===== config.mk =====
export PLATFORM = sky130hd
export DESIGN_NAME = multiword_add_seq
export DESIGN_NICKNAME = d
export VERILOG_FILES = /design/src/rtl/multiword_add_seq_pkg.sv /design/src/rtl/carry_bypass_adder16.sv /design/src/rtl/multiword_add_seq.sv
export SDC_FILE = /design/constraint.sdc
export NUM_CORES = 1
export LEC_CHECK = 0
export ABC_AREA = 1
export ABC_CLOCK_PERIOD_IN_PS = 23700
export CORE_ASPECT_RATIO = 0.75
export CORE_MARGIN = 8
export CORE_UTILIZATION = 40
export DETAILED_ROUTE_END_ITERATION = 16
export GPL_ROUTABILITY_DRIVEN = 0
export PLACE_DENSITY = 0.66
export SLEW_MARGIN = 5
export SYNTH_ARGS = -nofsm -noshare
export SYNTH_HDL_FRONTEND = slang
export SYNTH_SLANG_ARGS = --single-unit

===== constraint.sdc =====
create_clock -name clk -period 23.7 [get_ports clk]
set_clock_uncertainty 0.2 [all_clocks]
set_input_delay 2.37 -clock clk [delete_from_list [all_inputs] [get_ports clk]]
set_output_delay 2.37 -clock clk [all_outputs]
set_load 0.01 [all_outputs]

===== src/rtl/multiword_add_seq_pkg.sv =====
// Shared definitions for the multi-word add sequencer.
// Holds the slice width, the sequencer state type and the index-width helper.
package multiword_add_seq_pkg;

    // Width of one operand slice handled by the adder per cycle.
    localparam int SLICE_W = 16;

    // Sequencer states.
    typedef enum logic [1:0] {
        ST_IDLE = 2'd0,
        ST_RUN  = 2'd1,
        ST_DONE = 2'd2
    } state_e;

    // Number of bits needed to index WORDS slices (at least one bit).
    function automatic int idx_width(input int words);
        if (words > 1) begin
            return $clog2(words);
        end else begin
            return 1;
        end
    endfunction

endpackage


===== src/rtl/carry_bypass_adder16.sv =====
// 16-bit carry-bypass adder built from four 4-bit ripple blocks.
// A block whose bits all propagate forwards its incoming carry directly.
module carry_bypass_adder16 (
    input  logic [15:0] a,
    input  logic [15:0] b,
    input  logic        cin,
    output logic [15:0] sum,
    output logic        cout
);

    logic        blk_c_s;
    logic        rip_c_s;
    logic        prop_s;
    logic        p_s;
    logic [15:0] sum_s;

    // Ripple inside each block, bypass the block carry when it fully propagates.
    always_comb begin
        blk_c_s = cin;
        rip_c_s = 1'b0;
        prop_s  = 1'b0;
        p_s     = 1'b0;
        sum_s   = 16'h0000;
        for (int blk = 0; blk < 4; blk++) begin
            rip_c_s = blk_c_s;
            prop_s  = 1'b1;
            for (int bi = 0; bi < 4; bi++) begin
                p_s                = a[blk*4+bi] ^ b[blk*4+bi];
                sum_s[blk*4+bi]    = p_s ^ rip_c_s;
                rip_c_s            = (a[blk*4+bi] & b[blk*4+bi]) | (p_s & rip_c_s);
                prop_s             = prop_s & p_s;
            end
            if (prop_s) begin
                blk_c_s = blk_c_s;
            end else begin
                blk_c_s = rip_c_s;
            end
        end
    end

    assign sum  = sum_s;
    assign cout = blk_c_s;

endmodule


===== src/rtl/multiword_add_seq.sv =====
// Multi-word adder sequencer: streams WORDS 16-bit slices (LSW first)
// through one carry_bypass_adder16, chaining the carry between slices.
// Optional feature macro: MULTIWORD_ADD_SEQ_OVF_EN adds the out_ovf
// signed-overflow output.
module multiword_add_seq
    import multiword_add_seq_pkg::*;
#(
    parameter int WORDS = 4
) (
    input  logic                     clk,
    input  logic                     rst,
    input  logic                     in_valid,
    output logic                     in_ready,
    input  logic [SLICE_W*WORDS-1:0] in_a,
    input  logic [SLICE_W*WORDS-1:0] in_b,
    input  logic                     in_cin,
    output logic                     out_valid,
    input  logic                     out_ready,
    output logic [SLICE_W*WORDS-1:0] out_sum,
`ifdef MULTIWORD_ADD_SEQ_OVF_EN
    output logic                     out_ovf,
`endif
    output logic                     out_cout
);

    localparam int OP_W  = SLICE_W * WORDS;
    localparam int IDX_W = idx_width(WORDS);
    localparam logic [IDX_W-1:0] IDX_LAST = IDX_W'(WORDS - 1);

    state_e            state_q;
    logic [IDX_W-1:0]  idx_q;
    logic [IDX_W-1:0]  idx_d;
    logic              carry_q;
    logic [OP_W-1:0]   op_a_q;
    logic [OP_W-1:0]   op_b_q;
    logic [OP_W-1:0]   sum_q;
    logic              cout_q;
    logic              valid_q;

    logic [SLICE_W-1:0] add_a_s;
    logic [SLICE_W-1:0] add_b_s;
    logic [SLICE_W-1:0] add_sum_s;
    logic               add_cout_s;

`ifdef MULTIWORD_ADD_SEQ_OVF_EN
    logic ovf_q;
    logic ovf_s;
`endif

    // Select the current slice of the latched operands for the adder.
    assign add_a_s = op_a_q[idx_q*SLICE_W +: SLICE_W];
    assign add_b_s = op_b_q[idx_q*SLICE_W +: SLICE_W];

    carry_bypass_adder16 u_adder (
        .a    (add_a_s),
        .b    (add_b_s),
        .cin  (carry_q),
        .cout (add_cout_s),
        .sum  (add_sum_s)
    );

`ifdef MULTIWORD_ADD_SEQ_OVF_EN
    // Signed overflow: carry into the MSB (recovered from sum/a/b) vs carry out.
    assign ovf_s = (add_sum_s[SLICE_W-1] ^ add_a_s[SLICE_W-1] ^ add_b_s[SLICE_W-1]) ^ add_cout_s;
`endif

    // Next slice index, wrapping to zero after the last slice.
    always_comb begin
        if (idx_q == IDX_LAST) begin
            idx_d = '0;
        end else begin
            idx_d = idx_q + IDX_W'(1);
        end
    end

    // Sequencer FSM with registered result, carry chain and handshake outputs.
    always_ff @(posedge clk) begin
        if (rst) begin
            state_q <= ST_IDLE;
            idx_q   <= '0;
            carry_q <= 1'b0;
            op_a_q  <= '0;
            op_b_q  <= '0;
            sum_q   <= '0;
            cout_q  <= 1'b0;
            valid_q <= 1'b0;
`ifdef MULTIWORD_ADD_SEQ_OVF_EN
            ovf_q   <= 1'b0;
`endif
        end else begin
            case (state_q)
                ST_IDLE: begin
                    if (in_valid) begin
                        op_a_q  <= in_a;
                        op_b_q  <= in_b;
                        carry_q <= in_cin;
                        idx_q   <= '0;
                        state_q <= ST_RUN;
                    end
                end
                ST_RUN: begin
                    sum_q[idx_q*SLICE_W +: SLICE_W] <= add_sum_s;
                    carry_q <= add_cout_s;
                    idx_q   <= idx_d;
                    if (idx_q == IDX_LAST) begin
                        cout_q  <= add_cout_s;
`ifdef MULTIWORD_ADD_SEQ_OVF_EN
                        ovf_q   <= ovf_s;
`endif
                        valid_q <= 1'b1;
                        state_q <= ST_DONE;
                    end
                end
                ST_DONE: begin
                    if (out_ready) begin
                        valid_q <= 1'b0;
                        state_q <= ST_IDLE;
                    end
                end
                default: begin
                    valid_q <= 1'b0;
                    idx_q   <= '0;
                    state_q <= ST_IDLE;
                end
            endcase
        end
    end

    assign in_ready  = (state_q == ST_IDLE);
    assign out_valid = valid_q;
    assign out_sum   = sum_q;
    assign out_cout  = cout_q;
`ifdef MULTIWORD_ADD_SEQ_OVF_EN
    assign out_ovf   = ovf_q;
`endif

endmodule


### Word level (Yosys, flattened, before mapping)

Index checks and enable logic that the tools add are counted.

* bits in registers: 199
* input port bits: 133
* output and inout bits: 67
* word-level logic and storage cells: 139

* add/subtract/negate cells: 2
* equal/unequal tests: 6
* shift-type cells: 4
* mux-type cells: 17
* bitwise operators: 94
* reductions and logical operators: 8

Operators by type and width (count)
* indexed part select 64 x 7 -> 16 bit: 2
* bitwise mux 64 bit: 1
* variable shift 16 x 34 -> 64 bit (first input constant): 1
* indexed part select 16 x 34 -> 64 bit: 1
* AND 1 bit: 44
* negation 6 -> 34 bit: 1
* XOR 1 bit: 32
* OR 1 bit: 16
* one-hot mux 2 bit (3 select lines): 2
* 2-to-1 mux 2 bit: 5
* AND reduction 2 bit: 4
* 2-to-1 mux 1 bit: 7
* inequality test 2 bit (second input constant): 3
* AND reduction 3 bit: 2
* equality test 2 bit (second input constant): 2
* one-hot mux 1 bit (3 select lines): 1
* adder 2 x 1 -> 2 bit (second input constant): 1
* equality test 2 x 1 -> 1 bit (second input constant): 1
* logical NOT 2 bit: 1
* inverter 1 bit: 2
* one-hot mux 1 bit (2 select lines): 1
* nonzero test 2 bit: 1

### Longest topological paths before layout

* word-level depth: 39
* depth in mapped cells: 33
* gate-level depth less buffers: 32

### By module

A second synthesis with hierarchy kept.

* cell total of the unflattened synthesis: 1183
* area total of the unflattened synthesis: 9206.3 sq um

By module, submodules not included
* multiword_add_seq: instances 1, cells each 1119, area each 8526.9 sq um, sequential area each 3983.8 sq um
* carry_bypass_adder16: instances 1, cells each 64, area each 679.4 sq um, sequential area each 0.0 sq um

### Worst setup path before layout

No wires, ideal clock.

* path type: reg2reg
* start: reg idx_q[0]
* end: reg sum_q[31] (netlist: out_sum[31])
* setup time: 0.128 ns
* arrival: 8.546 ns
* required time: 23.372 ns
* setup slack: 14.826 ns
* stages on the path, launching flop included: 33
* path buffers: 2
* period minus slack after synthesis: 8.874 ns
* cell sequence: dfxtp_1 buf_2 clkbuf_1 o21ai_0 o22ai_1 fa_1 inv_1 fa_1 fa_1 fa_1 o21bai_1 and2_1 fa_1 fa_1 fa_1 fa_1 o21ai_0 nand2_1 fa_1 fa_1 fa_1 fa_1 or2_2 and2_1 fa_1 fa_1 fa_1 inv_1 fa_1 nand2_1 nor2_1 a22oi_1 nor2_1

* cells in the longest elaborated chain, start to end: 38
* elaborated cells on any way between the ends: 95
* classes of those cells: add/sub: 1; shift: 4; mux: 4; bitwise: 86

Ends and longest elaborated chain
* start: declaration: line multiword_add_seq.sv:31 `logic [IDX_W-1:0] idx_q;`
* start signal: assignment: line multiword_add_seq.sv:104 `idx_q <= idx_d;`
* indexed part select 64 x 7 -> 16 bit (on tied branches): line multiword_add_seq.sv:51, multiword_add_seq.sv:52
* XOR 1 bit: line carry_bypass_adder16.sv:28 `p_s = a[blk*4+bi] ^ b[blk*4+bi];`
* AND 1 bit: line carry_bypass_adder16.sv:30 `rip_c_s = (a[blk*4+bi] & b[blk*4+bi]) | (p_s & rip_c_s);`
* OR 1 bit: line carry_bypass_adder16.sv:30
* AND 1 bit: line carry_bypass_adder16.sv:30
* OR 1 bit: line carry_bypass_adder16.sv:30
* AND 1 bit: line carry_bypass_adder16.sv:30
* OR 1 bit: line carry_bypass_adder16.sv:30
* (+22 left out)
* OR 1 bit: line carry_bypass_adder16.sv:30
* AND 1 bit: line carry_bypass_adder16.sv:30
* OR 1 bit: line carry_bypass_adder16.sv:30
* AND 1 bit: line carry_bypass_adder16.sv:30
* OR 1 bit: line carry_bypass_adder16.sv:30
* XOR 1 bit: line carry_bypass_adder16.sv:29 `sum_s[blk*4+bi] = p_s ^ rip_c_s;`
* indexed part select 16 x 34 -> 64 bit: line multiword_add_seq.sv:102 `sum_q[idx_q*SLICE_W +: SLICE_W] <= add_sum_s;`
* bitwise mux 64 bit *: line multiword_add_seq.sv:102
* end signal: indexed assignment: line multiword_add_seq.sv:102
* end: declaration: line multiword_add_seq.sv:36 `logic [OP_W-1:0] sum_q;`

Mark *: on every way between the ends. The rest lies on a longest branch, timed or not.
A chain may end at the register's enable or synchronous reset.

### Worst setup path after layout

Ends and elaborated chain as after synthesis.

==> results.json <==
{
  "final.setup.worst_slack_ns": 13.74,
  "met1_length_um": 13600,
  "holdWs_ns": 0.268,
  "placed_area_sq_um": 10800,
  "pwr-share-comb": 0.178,
  "rsz0062_at_grt": "false",
  "clk_latency_ns": 0.44,
  "power.share.clock": 0.369,
  "synth_top_family_by_area": "simple AND/OR/NAND/NOR gates",
  "synth.cell_area_sq_um": 8720,
  "hpwl_um": 20600,
  "fin_area_sq_um": 11400,
  "clk_pin_slew_ns": 0.07,
  "drive_gt1_frac": 0.0429,
  "synth_common_cells": "nor2_1, dfxtp_1, o21ai_0",
  "powerDensity_nw_per_um2": 71.7,
  "track_usage": 0.204,
  "dp_slack_ns": 13.81,
  "topRoutingLayerUsed": "met5",
  "async_reset_ff_frac": 0,
  "synthFlopType": "dfxtp_1",
  "drtIter0Drc": 868,
  "drv_slew": 0,
  "crit_top_cell": "fa_1",
  "required_ns": 23.80,
  "cts.sinks": 199,
  "fp.coreArea_sq_um": 21200,
  "register_area_sq_um": 3990,
  "ys_seq_area_frac": 0.457,
  "post_synth.cell_area_avg_sq_um": 7.55,
  "multi_input_area_sq_um": 4200,
  "yosys.area_share.simple": 0.234,
  "worst_slew_pin_slew_ns": 0.987,
  "ios": 200,
  "synth_compound_area_frac": 0.179,
  "routed-via-count": 8183,
  "hold_class": "reg2reg",
  "crit_family": "adder cells",
  "grt_pass1_wl_um": 43200,
  "route.met2.wl_um": 11900,
  "syn_nets": 1325,
  "cpMaxStageDelayCell": "buf_4",
  "synth_area_leaders": "dfxtp_1, nor2_1, o21ai_0",
  "dieArea_sq_um": 26800,
  "period_minus_slack_ns": 9.96,
  "startpoint_type": "flop",
  "fp.dieW_um": 186,
  "crit_type": "reg2reg",
  "wl_per_cell_um": 17.6,
  "cp_max_fo": 84,
  "ant_nets": 0,
  "critPathArrivalTime_ns": 10.06,
  "cts_htree_levels": 4,
  "synth_cells": 1154,
  "yosysWarnings": 0,
  "leakage_nw": 4.33,
  "cts_inserted_buffers": 17,
  "num_rows": 46,
  "fin_tns_setup_ns": 0,
  "finalHoldViolCount": 0,
  "cp_num_buf_inv": 5,
  "synth_edf_count": 0,
  "crit_path_max_incr_delay_ns": 0.67,
  "synth_top_area_share": 0.457,
  "tritoncts": "yes",
  "ctsResizeCount": 0,
  "synth_fa_ha_area_frac": 0.0683,
  "clk_root_buffer_cell": "clkbuf_16",
  "wirelength_um": 28100,
  "finalCritPeriodShare": 0.420,
  "intPower_mw": 0.579,
  "synth_cell_types": 30,
  "grt_pass1_vias": 7756,
  "grt-ovfl-total": 0,
  "portBuffers": 199,
  "final_nets": 1464,
  "fill_cells": 1999,
  "synthXorXnorAreaFrac": 0,
  "fp.dieH_um": 144,
  "yosysMostFrequentCell": "nor2_1",
  "antenna_found_initial": 2,
  "routed-wl-met3_um": 2010,
  "status": "completed",
  "syn_to_final_growth_pct": 30.7,
  "p_sw_frac": 0.291,
  "synth-seq-cells": 199,
  "drc_errors": 0,
  "grt_max_degree": 97,
  "switchingPower_mw": 0.237,
  "ir_worst_vdd_uv": 51.5,
  "max_freq_ghz": 0.100,
  "crit_path_end_kind": "flop",
  "initial_core_util": 0.410,
  "final_util": 0.536,
  "setup_viol": 0,
  "clock_path_buffers": 2,
  "synth_top_area_cell": "dfxtp_1",
  "p_seq_frac": 0.453,
  "maxCapViolations": 0,
  "slew_headroom": 0.341,
  "hold_buffers": 0,
  "first_pass_iters": 5,
  "synth_mux_area_frac": 0,
  "avgViaCountPerCell": 5.13,
  "cts_setup_buffers": 0
}
## cell families (layout without fill, tap and decap cells)
family	after synthesis	after routing
adder cells (fa/ha/maj)	38	38
buffers and inverters	136	288
AND/OR/NAND/NOR	509	509
flip-flops	199	199
AO/OA/AOI/OAI	272	272
other	0	1
## area by class of cell
type                    count  share of cell area
multi-input cells         819               0.369
clock buffers              19              0.0398
well taps                 288              0.0316
diodes                      1            0.000220
flip-flops and latches    199               0.350
repair buffers            206               0.179
clock inverters            13              0.0142
inverters                  50              0.0167
## cell usage in the layout, fill, tap and decap left out, drive strengths merged
cell and instances:
a22oi 31, clkdlybuf4s50 198, dfxtp 199, clkbuf 19, or3 2, a32oi 28
bufinv 2, nand2 136, o22ai 4, a21oi 67, nand3 4, nor3 26
nand3b 1, nand4 1, fa 16, o21bai 1, ha 22, buf 8
or4 14, inv 55, diode 1, or2 2, and2 2, o21ai 139
o21a 2, clkinvlp 4, nor2 321, clkinv 2
## tightest hold or removal path: stages, from the launching register on
cell and delay, ns:
dfxtp_1 0.31, nand2_1 0.06, a21oi_1 0.05
## state kept, by name, indices dropped and copies added (netlist names)
register,cells
carry_q,1
state_q,2
out_sum,64
idx_q,2
op_a_q,64
out_cout,1
op_b_q,64
out_valid,1
## routing by layer
layer	GRT usage	vias to the layer above
met5	0	-
met4	0.0646	4
met3	0.0516	37
met2	0.303	310
met1	0.285	3755
li1	-	4077
## path summary, 6_finish.rpt
kind,from,end,slack (ns),cells past startpoint
max reg2reg,idx_q[0],out_sum[31],13.74,33
min reg2reg,out_sum[1],out_sum[1],0.27,2
max,idx_q[0],out_sum[31],13.74,33
min,out_sum[1],out_sum[1],0.27,2
## per-stage QoR
step / std cells / power, mW
finish: 1595 / 0.817
floorplan: 1154 / 0.456
global route: 1594 / 0.854
CTS: 1594 / 0.819
global placement: 1562 / 0.518
detailed placement: 1562 / 0.521
## power by group through the flow
stage	registers, mW	clock network, mW	logic (mW)
2_1_floorplan	0.372	0	0.0840
3_3_place_gp	0.377	0	0.142
3_5_place_dp	0.377	0	0.144
4_1_cts	0.369	0.305	0.145
5_1_grt	0.372	0.321	0.161
6_report	0.370	0.301	0.145
(Power assumes the default switching activity.)
